--- src/rtl/i2c_master_sequencer.sv ---
// I2C master bit sequencer: runs START/STOP/WRITE/READ commands as four tick-timed phases per bit.
// Define I2C_CLOCK_STRETCH_EN to hold phase 1 until SCL is seen high on a tick (slave clock stretching).
module i2c_master_sequencer (
    input  logic       clk,
    input  logic       reset,
    input  logic       tick,
    input  logic       cmd_valid,
    output logic       cmd_ready,
    input  logic [1:0] cmd,
    input  logic [7:0] wdata,
    input  logic       master_ack,
    output logic [7:0] rdata,
    output logic       slave_ack,
    output logic       done,
    output logic       busy,
    input  logic       scl_in,
    input  logic       sda_in,
    output logic       scl_oe,
    output logic       sda_oe
);

    typedef enum logic [2:0] {IDLE, START, STOP, DATA, ACK} state_t;

    localparam logic [1:0] CMD_START = 2'b00;
    localparam logic [1:0] CMD_STOP  = 2'b01;
    localparam logic [1:0] CMD_WRITE = 2'b10;
    localparam logic [1:0] CMD_READ  = 2'b11;

    state_t     state;
    logic [1:0] phase;
    logic [2:0] bit_cnt;
    logic       is_read;
    logic [7:0] shreg;
    logic       adv;

`ifdef I2C_CLOCK_STRETCH_EN
    // A slave holding SCL low freezes the SCL-release phase until the line is seen high.
    assign adv = tick && ((phase != 2'd1) || scl_in);
`else
    logic unused_scl;
    assign unused_scl = scl_in;
    assign adv        = tick;
`endif

    // NOTE: every state register uses non-blocking assignment so all updates see pre-edge values.
    always_ff @(posedge clk or posedge reset) begin
        if (reset) begin
            state     <= IDLE;
            phase     <= 2'd0;
            bit_cnt   <= 3'd0;
            is_read   <= 1'b0;
            shreg     <= 8'h00;
            rdata     <= 8'h00;
            slave_ack <= 1'b0;
            scl_oe    <= 1'b0;
            sda_oe    <= 1'b0;
            done      <= 1'b0;
            busy      <= 1'b0;
            cmd_ready <= 1'b1;
        end else begin
            done <= 1'b0;
            if (state == IDLE) begin
                if (cmd_valid && cmd_ready) begin
                    busy      <= 1'b1;
                    cmd_ready <= 1'b0;
                    phase     <= 2'd0;
                    bit_cnt   <= 3'd0;
                    is_read   <= (cmd == CMD_READ);
                    shreg     <= (cmd == CMD_WRITE) ? wdata : 8'h00;
                    case (cmd)
                        CMD_START: begin
                            state  <= START;
                            sda_oe <= 1'b0;
                        end
                        CMD_STOP: begin
                            state  <= STOP;
                            sda_oe <= 1'b1;
                        end
                        default: begin
                            state  <= DATA;
                            scl_oe <= 1'b1;
                            sda_oe <= (cmd == CMD_WRITE) ? ~wdata[7] : 1'b0;
                        end
                    endcase
                end
            end else if (adv) begin
                phase <= phase + 2'd1;
                // Each case arm sets up the line levels of the phase that follows the ending one.
                case (state)
                    START: begin
                        case (phase)
                            2'd0:    scl_oe <= 1'b0;
                            2'd1:    sda_oe <= 1'b1;
                            2'd2:    scl_oe <= 1'b1;
                            default: ;
                        endcase
                    end
                    STOP: begin
                        case (phase)
                            2'd0:    scl_oe <= 1'b0;
                            2'd1:    sda_oe <= 1'b0;
                            default: ;
                        endcase
                    end
                    DATA: begin
                        case (phase)
                            2'd0: scl_oe <= 1'b0;
                            2'd2: begin
                                scl_oe <= 1'b1;
                                if (is_read) begin
                                    shreg <= {shreg[6:0], sda_in};
                                    if (bit_cnt == 3'd7)
                                        rdata <= {shreg[6:0], sda_in};
                                end
                            end
                            2'd3: begin
                                bit_cnt <= bit_cnt + 3'd1;
                                if (bit_cnt == 3'd7) begin
                                    state  <= ACK;
                                    sda_oe <= is_read ? ~master_ack : 1'b0;
                                end else if (!is_read) begin
                                    shreg  <= {shreg[6:0], 1'b0};
                                    sda_oe <= ~shreg[6];
                                end
                            end
                            default: ;
                        endcase
                    end
                    ACK: begin
                        case (phase)
                            2'd0: scl_oe <= 1'b0;
                            2'd2: begin
                                scl_oe <= 1'b1;
                                if (!is_read)
                                    slave_ack <= sda_in;
                            end
                            default: ;
                        endcase
                    end
                    default: ;
                endcase
                if ((phase == 2'd3) && (state != DATA)) begin
                    state     <= IDLE;
                    busy      <= 1'b0;
                    cmd_ready <= 1'b1;
                    done      <= 1'b1;
                end
            end
        end
    end

endmodule
--- config.mk ---
export PLATFORM = sky130hd
export DESIGN_NAME = i2c_master_sequencer
export DESIGN_NICKNAME = d
export VERILOG_FILES = /design/src/rtl/i2c_master_sequencer.sv
export SDC_FILE = /design/constraint.sdc
export NUM_CORES = 1
export LEC_CHECK = 0
export CAP_MARGIN = 20
export CORE_MARGIN = 2
export CORE_UTILIZATION = 32
export CTS_CLUSTER_SIZE = 8
export DETAILED_ROUTE_END_ITERATION = 12
export PLACE_DENSITY_LB_ADDON = 0.12
export SLEW_MARGIN = 20
export SYNTH_ARGS = -nofsm -noshare
export SYNTH_HDL_FRONTEND = slang
export SYNTH_SLANG_ARGS = --single-unit
--- constraint.sdc ---
create_clock -name clk -period 2.6 [get_ports clk]
set_input_delay 0.26 -clock clk [delete_from_list [all_inputs] [get_ports clk]]
set_output_delay 0.26 -clock clk [all_outputs]
set_load 0.005 [all_outputs]
* After elaboration in Yosys (flattened, before gate mapping)
Index checks and enable logic that the tools add are counted.
** Cells by class
- Add/subtract/negate cells :: 2
- Equal/unequal tests :: 23
- Muxes and demuxes :: 55
- Bitwise gates (word level) :: 5
- Reduce and logical (&&, ||, !) cells :: 27
** Operators with widths (number)
- $mux 7 :: 8
- $mux 3 :: 12
- $mux 1 :: 26
- $ne 3x3->1 const B :: 7
- $reduce_bool 3->1 :: 5
- $pmux 7 s2 :: 1
- $reduce_and 7->1 :: 2
- $reduce_and 6->1 :: 2
- $reduce_and 5->1 :: 2
- $eq 2x2->1 const B :: 4
- $reduce_bool 2->1 :: 4
- $eq 3x2->1 const B :: 2
- $eq 3x3->1 const B :: 2
- $mux 2 :: 3
- $pmux 1 s2 :: 3
- $not 1->1 :: 5
- $eq 2x1->1 const B :: 2
- $logic_not 2->1 :: 2
- $ne 4x1->1 const B :: 1
- $ne 4x4->1 const B :: 1
- $pmux 2 s2 :: 1
- $reduce_and 2->1 :: 2
- $reduce_and 4->1 :: 1
- $reduce_bool 4->1 :: 1
- 12 further kinds :: 13
** Storage, ports and cells
- Bits in registers :: 30
- Bits of input ports :: 17
- Output and inout bits :: 14
- Word-level logic and storage cells :: 124

* Logic depth before layout (Yosys ltp)
Gate-level depths: netlist (run 1).
- Depth after elaboration :: 7
- Mapped depth :: 6
- Depth with buffers taken out :: 6

* Worst setup path after synthesis (run 1)
No wires, ideal clock.
- Path kind :: reg2reg
- Start :: register bit_cnt[0]
- End :: register shreg[0]
- Setup time :: 125 ps
- Arrival time :: 1713 ps
- Required time :: 2475 ps
- Setup slack :: 762 ps
- Cell stages (with the launch flop) :: 7
- Buffers on the path :: 0
- Period minus slack after synthesis :: 1838 ps
- Path through :: dfrtp_1 -> ha_1 -> ha_1 -> nor4b_1 -> a31oi_1 -> a21bo_4 -> mux2_4
** On the way
- Longest elaborated chain between the ends :: 3
** Ends and longest elaborated chain
- start: declaration :: RTL line 31 : logic [2:0] bit_cnt;
- start signal: assignment :: RTL line 117 : bit_cnt <= bit_cnt + 3'd1;
- $eq 3x3->1 :: RTL line 118 : if (bit_cnt == 3'd7) begin
- $ne 3x3->1 (no line)
- $reduce_and 7->1 (no line)
- end signal: assignment :: RTL line 69 : shreg <= (cmd == CMD_WRITE) ? wdata : 8'h00;
- end signal: assignment :: RTL line 111 : shreg <= {shreg[6:0], sda_in};
- end signal: assignment :: RTL line 122 : shreg <= {shreg[6:0], 1'b0};
- end: declaration :: RTL line 33 : logic [7:0] shreg;
No other way between the ends.
A chain may end at the register's enable or synchronous reset.

* Final worst setup path (run 1)
Ends and elaborated chain as after synthesis.

==> results of run 1 <==
-- final cells by class --
| type | instances | share of cell area, % |
|---|---|---|
| sequential | 30 | 35.8 |
| clock inverter | 1 | 0.239 |
| tap | 70 | 4.17 |
| inverter | 14 | 2.50 |
| timing repair buffer | 34 | 15.6 |
| clock buffer | 7 | 4.11 |
| multi-input combinational | 98 | 37.5 |
-- state kept, by name, summed over array words and instances, names as in the netlist, 2 cells and up --
register  flops
rdata         8
shreg         7
bit_cnt       3
state         3
phase         2
-- layer usage --
metal	share of wire, %	vias up
met5	0	-
met4	1.0	0
met3	5.3	4
met2	49	34
met1	45	622
li1	-	607
-- cell families after synthesis --
| kind of cell | after synthesis | synth area share, % |
|---|---|---|
| adders and majority gates | 6 | 4.59 |
| buffers and inverters | 20 | 5.96 |
| AOI/OAI and AO/OA | 39 | 18.9 |
| xor gates and xnor gates | 1 | 0.535 |
| and+or+nand+nor | 37 | 13.5 |
| muxes | 15 | 10.6 |
| DFF | 30 | 45.9 |
-- power by group --
part,total [W],internal [W],switching (W)
clock,0.000388,0.000213,0.000175
combinational,0.000444,0.000248,0.000196
sequential,0.000692,0.000590,0.000101
-- worst max-delay path by stage --
| stage | startpoint | end | slack [ns] | cells after the start |
|---|---|---|---|---|
| 2_1_floorplan | bit_cnt[0]$_DFFE_PP0P_ | shreg[0]$_DFFE_PP0P_ | 0.76 | 6 |
| 3_3_place_gp | cmd_valid | shreg[0]$_DFFE_PP0P_ | 0.48 | 5 |
| 3_5_place_dp | tick | scl_oe$_DFFE_PP0P_ | 0.47 | 5 |
| 4_1_cts | bit_cnt[0]$_DFFE_PP0P_ | rdata[2]$_DFFE_PP0P_ | 0.48 | 5 |
| 5_1_grt | bit_cnt[0]$_DFFE_PP0P_ | shreg[0]$_DFFE_PP0P_ | 0.36 | 6 |
| 6_report | bit_cnt[0]$_DFFE_PP0P_ | shreg[0]$_DFFE_PP0P_ | 0.50 | 6 |
-- layout by cell type, fill, tap and decap left out, types with 2 or more instances in the layout --
cell / count
sky130_fd_sc_hd__dfrtp_1: 29
sky130_fd_sc_hd__clkdlybuf4s50_1: 29
sky130_fd_sc_hd__nand2_1: 17
sky130_fd_sc_hd__inv_1: 14
sky130_fd_sc_hd__mux2_2: 14
sky130_fd_sc_hd__o21ai_0: 12
sky130_fd_sc_hd__a32oi_1: 6
sky130_fd_sc_hd__ha_1: 6
sky130_fd_sc_hd__clkbuf_8: 6
sky130_fd_sc_hd__buf_4: 5
sky130_fd_sc_hd__nand2b_1: 4
sky130_fd_sc_hd__a22o_1: 4
sky130_fd_sc_hd__a21oi_1: 4
sky130_fd_sc_hd__nor4_1: 2
sky130_fd_sc_hd__a2111oi_2: 2
sky130_fd_sc_hd__o21bai_1: 2
sky130_fd_sc_hd__nor2_1: 2
-- worst max-delay path: stages (launching register included) --
cell	delay [ns]
sky130_fd_sc_hd__dfrtp_1	0.35
sky130_fd_sc_hd__ha_1	0.15
sky130_fd_sc_hd__ha_1	0.29
sky130_fd_sc_hd__nor4b_1	0.09
sky130_fd_sc_hd__a31oi_1	0.51
sky130_fd_sc_hd__a21bo_4	0.28
sky130_fd_sc_hd__mux2_4	0.31
-- stage by stage --
stage	setup slack, ns	hold WS (ns)	cells
after floorplan	0.762	0.350	148
final	0.501	0.240	254
after CTS	0.477	0.251	254
after global routing	0.358	0.271	254
after detailed placement	0.466	0.494	246
after global placement	0.482	0.489	246
==> flow_summary_export.csv, run 1 <==
group,metric,value,unit
critical_path,worst_reg_to_reg_cells,6,
synthesis,syn_inst,148,
clock_tree,clock_insertion_delay_worst_skew,0.28,ns
timing,max_slew.worst_pin.slew,0.643,ns
global_routing,grtUsageMet2,24.0,%
global_routing,first_global_vias,1317,
synthesis,avgSynthCellArea,11.1,sq um
synthesis,synth_edf_count,0,
critical_path,cp-start-kind,"flip-flop",
cells_and_area,multi_input_comb_area,787,sq um
detailed_routing,number_of_antenna_violating_nets_in_the_routed_design,0,
timing,largest_clock_skew_in_the_final_design,0.00310,ns
floorplan,design.die.area,5700,sq um
global_routing,grt_residual_overflow,0,
detailed_routing,dr.first_iter.drc_count,49,
clock_tree,ctsHoldBuffers,0,
cells_and_area,final.fill_count,507,
clock_tree,cts_root_buf,"sky130_fd_sc_hd__clkbuf_8",
synthesis,synth.area.top_cells,"sky130_fd_sc_hd__dfrtp_1 44%, sky130_fd_sc_hd__mux2_2 9.6%, sky130_fd_sc_hd__ha_1 4.6%",
critical_path,crit_arrival,2.27,ns
clock_tree,cts_setup_buffers,0,
cells_and_area,design.final.nets,206,
placed_design,detailed_place_hpwl,2.74,mm
cells_and_area,antenna_cells,0,
floorplan,io_count,31,
power_and_ir_drop,p_leak,0.920,nW
timing,finalMaxSlewViolations,0,
timing,layout_min_cycle_time,2.10,ns
global_routing,first_pass_grt_wire_length,6.31,mm
timing,rsz0062_at_grt,"false",
floorplan,rows,26,
detailed_routing,wire_length_per_cell_after_detailed_routing,15.1,um
synthesis,synthFlopType,"sky130_fd_sc_hd__dfrtp_1",
critical_path,reg2reg_setup_slack,0.50,ns
synthesis,post-synth-top-area-fraction,44.3,%
synthesis,ys_seq_area_share,45.9,%
power_and_ir_drop,power_per_cell_area,727,nW/um^2
detailed_routing,detail_route.drc_violations,0,
critical_path,crit_required,2.77,ns
synthesis,ys_seq_elements,30,
timing,max_slew_margin,56.9,%
global_routing,grt_most_used_layer,"met2",
power_and_ir_drop,power.total,0.00152,W
detailed_routing,drt-vias-per-instance,4.99,
synthesis,synth_largest_area_cell,"sky130_fd_sc_hd__dfrtp_1",
detailed_routing,wirelength,3.83,mm
cells_and_area,utilization,41.9,%
detailed_routing,drt-pass1-iter-count,4,
placed_design,gp_routability_congestion,0.853,
cells_and_area,post-route-cell-area,2100,sq um
timing,max_freq,476,MHz
floorplan,floorplan_core_area,5010,sq um
timing,tns,0,ns
global_routing,grt_antenna_before_repair,0,
synthesis,ys_top_cells_by_count,"29 x sky130_fd_sc_hd__dfrtp_1, 17 x sky130_fd_sc_hd__nand2_1, 14 x sky130_fd_sc_hd__inv_1, 14 x sky130_fd_sc_hd__mux2_2, 12 x sky130_fd_sc_hd__o21ai_0",
synthesis,synth.distinct_cells,41,
clock_tree,cts_tree,"built",
global_routing,maximum_number_of_pins_on_one_net_before_global_route_repair,23,
timing,finalHoldViolations,0,
synthesis,asyncSetResetFlopFracSynth,100,%
clock_tree,htreeDepth,2,
global_routing,grt_use_met1,18.8,%
synthesis,syn_nets,171,
cells_and_area,flow.area_growth_from_synthesis,28.2,%
cells_and_area,register_area,752,sq um
clock_tree,clock_sinks,30,
critical_path,crit_path_end_kind,"flip-flop",
timing,setup_viol,0,
synthesis,post_synth_instance_area,1640,sq um
floorplan,width_of_the_die,75.5,um
synthesis,yosys_warnings,0,
placed_design,port_buffers,29,
clock_tree,cts_buffers,5,
clock_tree,ctsResizeCount,0,
clock_tree,cts.clk_slew.worst_paths,0.06,ns
placed_design,placedInstanceArea,2010,sq um
floorplan,initial_core_util,32.7,%
min_path,worstHoldPathType,"in2async",
critical_path,regToRegEndpoint,"shreg[0]$_DFFE_PP0P_",
timing,fin_crit_sh,80.7,%
detailed_routing,via_count,1267,
critical_path,crit_fanout,7,
outcome,result_of_the_run,"completed",
global_routing,global_route.usage.met3,4.63,%
power_and_ir_drop,max-vdd-ir-drop,0.362,mV
cells_and_area,drive_above_1_share,20.1,%
critical_path,criticalPathCategory,"reg2reg",
synthesis,synth.most_common_cell,"sky130_fd_sc_hd__dfrtp_1",
global_routing,globalRouteTotalUtil,15.0,%
critical_path,worstReg2RegStart,"bit_cnt[0]$_DFFE_PP0P_",
floorplan,die_y,75.5,um
clock_tree,max-clock-path-buffers,2,
flow_run,maxCapViolations,0,
(Power assumes the default switching activity.)
==> run 2, diff against run 1 <==
Clock period 2.6 ns to 1.8 ns, I/O delays scaled along.
==> run 2 against run 1 <==
Effect of this change:
- worst setup slack worse by 0.47 ns
- critical path depth is 1 higher
- clock power is 44% higher
- die area stayed put
- critical path type unchanged
- largest cell class unchanged
- largest power group unchanged
==> flow_summary_export.csv, run 2 (synthesis results as in run 1) <==
group,metric,value,unit
power_and_ir_drop,p_leak,1.04,nW
timing,max_slew.worst_pin.slew,0.402,ns
timing,max_slew_margin,73.0,%
power_and_ir_drop,power.share.combinational,32.7,%
cells_and_area,design.final.nets,229,
timing,fin_crit_sh,98.0,%
detailed_routing,number_of_antenna_violating_nets_in_the_routed_design,0,
cells_and_area,post-route-cell-area,2340,sq um
cells_and_area,utilization,46.8,%
global_routing,globalRouteTotalUtil,15.4,%
floorplan,initial_core_util,32.7,%
global_routing,grt_antenna_before_repair,0,
timing,largest_clock_skew_in_the_final_design,0.00434,ns
clock_tree,clock_insertion_delay_worst_skew,0.28,ns
timing,finalMaxSlewViolations,0,
clock_tree,max-clock-path-buffers,2,
clock_tree,cts.clk_slew.worst_paths,0.07,ns
detailed_routing,wire_length_per_cell_after_detailed_routing,14.4,um
cells_and_area,max_flop_register,"rdata",
critical_path,crit_required,1.99,ns
cells_and_area,final.fill_count,496,
cells_and_area,flow.area_growth_from_synthesis,43.2,%
floorplan,rows,26,
placed_design,placedInstanceArea,2160,sq um
global_routing,first_global_vias,1394,
cells_and_area,multi_input_comb_area,856,sq um
detailed_routing,drt-vias-per-instance,4.86,
cells_and_area,reg_top3,"rdata (8), shreg (7)",
outcome,result_of_the_run,"completed",
detailed_routing,detail_route.drc_violations,0,
timing,max_freq,567,MHz
power_and_ir_drop,power_per_cell_area,1010,nW/um^2
floorplan,die_y,75.5,um
placed_design,port_buffers,29,
critical_path,crit_arrival,1.96,ns
detailed_routing,wirelength,4.00,mm
critical_path,criticalPathCategory,"reg2reg",
detailed_routing,via_count,1347,
power_and_ir_drop,max-vdd-ir-drop,0.661,mV
clock_tree,cts_tree,"built",
power_and_ir_drop,p_seq_share,43.5,%
cells_and_area,drive_above_1_share,34.3,%
critical_path,crit_fanout,6,
clock_tree,htreeDepth,2,
timing,layout_min_cycle_time,1.76,ns
critical_path,timing.critical_path.slowest_cell_delay,0.39,ns
cells_and_area,max_ffs_per_register,8,
floorplan,design.die.area,5700,sq um
critical_path,critical_path.cell_chain,"ha_2 -> ha_4 -> nor4b_2 -> a31oi_1 -> a21bo_4 -> buf_4 -> a32oi_1",
clock_tree,ctsHoldBuffers,0,
placed_design,gp_routability_congestion,0.858,
timing,finalHoldViolations,0,
power_and_ir_drop,p_switching,0.000737,W
cells_and_area,layout_common_cells,"29 x sky130_fd_sc_hd__clkdlybuf4s50_1, 28 x sky130_fd_sc_hd__buf_4, 26 x sky130_fd_sc_hd__dfrtp_1",
floorplan,floorplan_core_area,5010,sq um
cells_and_area,layout.cells.most_common,"sky130_fd_sc_hd__clkdlybuf4s50_1",
min_path,worstHoldPathType,"in2async",
flow_run,maxCapViolations,0,
critical_path,crit_path_end_kind,"flip-flop",
critical_path,cp-start-kind,"flip-flop",
timing,finalHoldWorstSlack,0.282,ns
timing,setup_viol,0,
clock_tree,cts_root_buf,"sky130_fd_sc_hd__clkbuf_8",
power_and_ir_drop,power.share.switching,31.3,%
clock_tree,cts_buffers,5,
power_and_ir_drop,p_int,0.00162,W
global_routing,grt_residual_overflow,0,
clock_tree,clock_sinks,30,
floorplan,io_count,31,
power_and_ir_drop,clkPwrFrac,23.8,%
global_routing,maximum_number_of_pins_on_one_net_before_global_route_repair,31,
placed_design,detailed_place_hpwl,2.91,mm
detailed_routing,dr.first_iter.drc_count,43,
detailed_routing,drt-pass1-iter-count,4,
floorplan,width_of_the_die,75.5,um
global_routing,first_pass_grt_wire_length,6.56,mm
cells_and_area,antenna_cells,0,
critical_path,worst_path_max_delay_cell,"sky130_fd_sc_hd__dfrtp_1",
cells_and_area,register_area,756,sq um
-- run 2: stage by stage --
step | power (W) | setup TNS [ns] | setup slack (ns) | instances
global placement | 0.00170 | -0.408 | -0.0497 | 265
CTS | 0.00233 | 0 | 0.00579 | 273
finish | 0.00236 | 0 | 0.0353 | 277
detailed placement | 0.00173 | -0.566 | -0.0566 | 265
global route | 0.00252 | -0.199 | -0.0432 | 277
floorplan | 0.00140 | 0 | 0.00457 | 148
-- run 2: power groups by stage --
stage,logic (W),registers [W],clock network (W)
final,0.000771,0.00102,0.000560
after global placement,0.000696,0.00101,0
after floorplan,0.000428,0.000968,0
after detailed placement,0.000719,0.00101,0
after CTS,0.000728,0.00100,0.000593
after global routing,0.000858,0.00105,0.000614
-- run 2: final timing paths --
| kind | from | end | slack (ns) | depth (start not counted) |
|---|---|---|---|---|
| min in group clk | wdata[3] | shreg[3]$_DFFE_PP0P_ | 0.48 | 3 |
| hold reg to reg | rdata[7]$_DFFE_PP0P_ | rdata[7]$_DFFE_PP0P_ | 0.51 | 1 |
| setup / recovery | bit_cnt[0]$_DFFE_PP0P_ | shreg[4]$_DFFE_PP0P_ | 0.04 | 7 |
| hold / removal | reset | sda_oe$_DFFE_PP0P_ | 0.28 | 3 |
| max in group asynchronous | reset | cmd_ready$_DFFE_PP1P_ | 1.19 | 3 |
| setup reg to reg | bit_cnt[0]$_DFFE_PP0P_ | shreg[4]$_DFFE_PP0P_ | 0.04 | 7 |
-- run 2: critical path: cells and delay by family (launching register included) --
family	cells	cell delay (ns)
AOI/OAI and AO/OA	3	0.51
buffers and inverters	1	0.16
adders and majority gates	2	0.39
DFF	1	0.39
and+or+nand+nor	1	0.23
-- run 2: what timing repair did --
item,in CTS,in global routing
endpoints found under the setup margin,11,14
setup buffers,0,4
gates resized for setup,5,9
pin swaps,0,3
-- run 2: area by class of cell --
class / count / area share, %
Multi-Input combinational cell: 98 / 36.5
Sequential cell: 30 / 32.2
Timing Repair Buffer: 57 / 21.4
Tap cell: 70 / 3.74
Clock buffer: 7 / 3.68
Inverter: 14 / 2.24
Clock inverter: 1 / 0.214
-- run 2: per-layer routing --
metal / GRT usage, % / routed length, um
met1: 19.8 / 1910
met2: 25.0 / 1900
met3: 4.23 / 137
met4: 5.26 / 46
met5: 0 / 0
==> run 3, diff against run 2 <==
Settings changed: PLACE_DENSITY from default to 0.52, PLACE_DENSITY_LB_ADDON 0.12 to default, SETUP_SLACK_MARGIN from default to 0.4.
==> run 3 against run 2 <==
Effect of this change:
- flip-flop and latch count unchanged
- non-clock buffer count up 9
- cell area up 13%
- combinational power grew 24%
- first-iteration DRC count increased by 9.3%
- highest routed layer unchanged
- core utilization is 5.9 points higher
- sequential power is essentially flat
- count of clock-buffer cells in the layout unchanged
- final cell count rose by 3.2%
- largest power group unchanged
- wire length increased by 8.3%
- hold slack got worse by 0.0010 ns
- global-route usage grew 0.45 points
==> flow_summary_export.csv, run 3 (synthesis results as in run 1) <==
group,metric,value,unit
detailed_routing,via_count,1386,
cells_and_area,design.final.nets,238,
power_and_ir_drop,p_seq_share,40.0,%
detailed_routing,wirelength,4.33,mm
cells_and_area,max_ffs_per_register,8,
clock_tree,clock_insertion_delay_worst_skew,0.28,ns
timing,finalMaxSlewViolations,0,
detailed_routing,routedLengthMet1,1.92,mm
detailed_routing,dr.first_iter.drc_count,47,
power_and_ir_drop,p_int,0.00171,W
placed_design,gp_routability_congestion,0.854,
power_and_ir_drop,power.share.combinational,37.8,%
detailed_routing,number_of_antenna_violating_nets_in_the_routed_design,0,
floorplan,width_of_the_die,75.5,um
detailed_routing,wire_length_per_cell_after_detailed_routing,15.1,um
cells_and_area,reg_top3,"rdata (8), shreg (7)",
timing,largest_clock_skew_in_the_final_design,0.00505,ns
detailed_routing,detailroute.wirelength.met2,2.17,mm
floorplan,rows,26,
placed_design,detailed_place_hpwl,2.85,mm
floorplan,design.die.area,5700,sq um
placed_design,place.detailed.instances,259,
cells_and_area,max_flop_register,"rdata",
critical_path,crit_required,1.97,ns
timing,max_slew_margin,73.2,%
power_and_ir_drop,clkPwrFrac,22.2,%
placed_design,placedInstanceArea,2240,sq um
global_routing,maximum_number_of_pins_on_one_net_before_global_route_repair,31,
detailed_routing,highest_layer,"met4",
placed_design,worst_slack_at_placement,-0.0159,ns
detailed_routing,drt-pass1-iter-count,4,
timing,max_freq,568,MHz
power_and_ir_drop,max-vdd-ir-drop,0.414,mV
global_routing,grt_residual_overflow,0,
critical_path,crit_fanout,8,
global_routing,first_pass_grt_wire_length,6.66,mm
power_and_ir_drop,power.share.switching,32.2,%
floorplan,io_count,31,
critical_path,worstReg2RegStart,"state[0]$_DFFE_PP0P_",
cells_and_area,antenna_cells,0,
cells_and_area,flow.area_growth_from_synthesis,61.2,%
power_and_ir_drop,power.total,0.00252,W
global_routing,globalRouteTotalUtil,15.8,%
clock_tree,clock_sinks,30,
detailed_routing,detail_route.drc_violations,0,
timing,rsz0062_at_grt,"true",
cells_and_area,drive_above_1_share,42.1,%
critical_path,cp-startpoint,"state[0]$_DFFE_PP0P_",
floorplan,die_y,75.5,um
clock_tree,ctsHoldBuffers,0,
cells_and_area,post-route-cell-area,2640,sq um
global_routing,grt_antenna_before_repair,0,
timing,max_slew.worst_pin.slew,0.402,ns
outcome,result_of_the_run,"completed",
global_routing,first_global_vias,1376,
power_and_ir_drop,power_per_cell_area,957,nW/um^2
floorplan,initial_core_util,32.7,%
cells_and_area,layout.cells.most_common,"sky130_fd_sc_hd__clkdlybuf4s50_1",
detailed_routing,drt-vias-per-instance,4.85,
critical_path,crit_path_end_kind,"flip-flop",
critical_path,criticalPathCategory,"reg2reg",
critical_path,crit_arrival,1.93,ns
clock_tree,cts_root_buf,"sky130_fd_sc_hd__clkbuf_8",
timing,finalHoldViolations,0,
flow_run,maxCapViolations,0,
cells_and_area,multi_input_comb_area,993,sq um
detailed_routing,wl_met3,212,um
clock_tree,htreeDepth,2,
power_and_ir_drop,p_leak,1.15,nW
cells_and_area,final.fill_count,466,
timing,setup_viol,0,
timing,fin_crit_sh,97.8,%
placed_design,port_buffers,29,
clock_tree,cts.clk_slew.worst_paths,0.07,ns
timing,finalHoldWorstSlack,0.281,ns
timing,fin_ws,0.0400,ns
floorplan,floorplan_core_area,5010,sq um
clock_tree,max-clock-path-buffers,2,
clock_tree,cts_tree,"built",
cells_and_area,layout_common_cells,"27 x sky130_fd_sc_hd__clkdlybuf4s50_1, 26 x sky130_fd_sc_hd__dfrtp_1, 24 x sky130_fd_sc_hd__buf_4",
cells_and_area,register_area,756,sq um
clock_tree,cts_buffers,5,
cells_and_area,fin_cells,286,
power_and_ir_drop,p_switching,0.000814,W
critical_path,cp-start-kind,"flip-flop",
timing,layout_min_cycle_time,1.76,ns
min_path,worstHoldPathType,"in2async",
run 3: timing repair:
action / 4_1_cts / 5_1_grt
gates resized for setup: 7 / 28
gates cloned: 0 / 1
setup buffers: 10 / 8
pin swaps: 10 / 8
endpoints found under the setup margin: 24 / 27
run 3: power groups by stage:
stage	Sequential (W)	Combinational [W]	Clock [W]
global placement	0.00100	0.000761	0
CTS	0.000997	0.000867	0.000579
floorplan	0.000986	0.000478	0
finish	0.00101	0.000954	0.000560
global route	0.00103	0.00104	0.000619
detailed placement	0.00101	0.000784	0
run 3: final timing paths:
| path | endpoint | slack, ns | cells past startpoint |
|---|---|---|---|
| hold / removal | shreg[5]$_DFFE_PP0P_ | 0.28 | 3 |
| setup / recovery | rdata[1]$_DFFE_PP0P_ | 0.04 | 6 |
| hold reg to reg | rdata[1]$_DFFE_PP0P_ | 0.51 | 1 |
| min in group clk | shreg[2]$_DFFE_PP0P_ | 0.48 | 3 |
| max in group asynchronous | cmd_ready$_DFFE_PP1P_ | 1.20 | 3 |
| setup reg to reg | rdata[1]$_DFFE_PP0P_ | 0.04 | 6 |
run 3: cell type report:
class / count / share of cell area (%)
multi-input combinational: 98 / 37.7
tap: 70 / 3.32
clock buffer: 7 / 3.27
clock inverter: 1 / 0.190
inverter: 14 / 1.99
timing repair buffer: 66 / 24.9
sequential: 30 / 28.7
run 3: worst max-delay path, stage by stage, from the launching register on:
cell	delay [ns]
sky130_fd_sc_hd__dfrtp_2	0.41
sky130_fd_sc_hd__clkbuf_16	0.16
sky130_fd_sc_hd__nand2_1	0.14
sky130_fd_sc_hd__nor3b_4	0.24
sky130_fd_sc_hd__and4_4	0.26
sky130_fd_sc_hd__buf_12	0.14
sky130_fd_sc_hd__mux2_4	0.30
run 3: metrics by stage:
stage          util (%)  setup TNS, ns
2_1_floorplan         -              0
3_3_place_gp       44.8              0
3_5_place_dp       44.8        -0.0249
4_1_cts            48.4              0
5_1_grt            52.6         -0.158
6_report           52.6              0
run 3: layer usage:
metal,track usage [%],up-vias
met5,0,-
met4,5.26,0
met3,4.76,4
met2,25.9,41
met1,20.1,671
li1,-,670
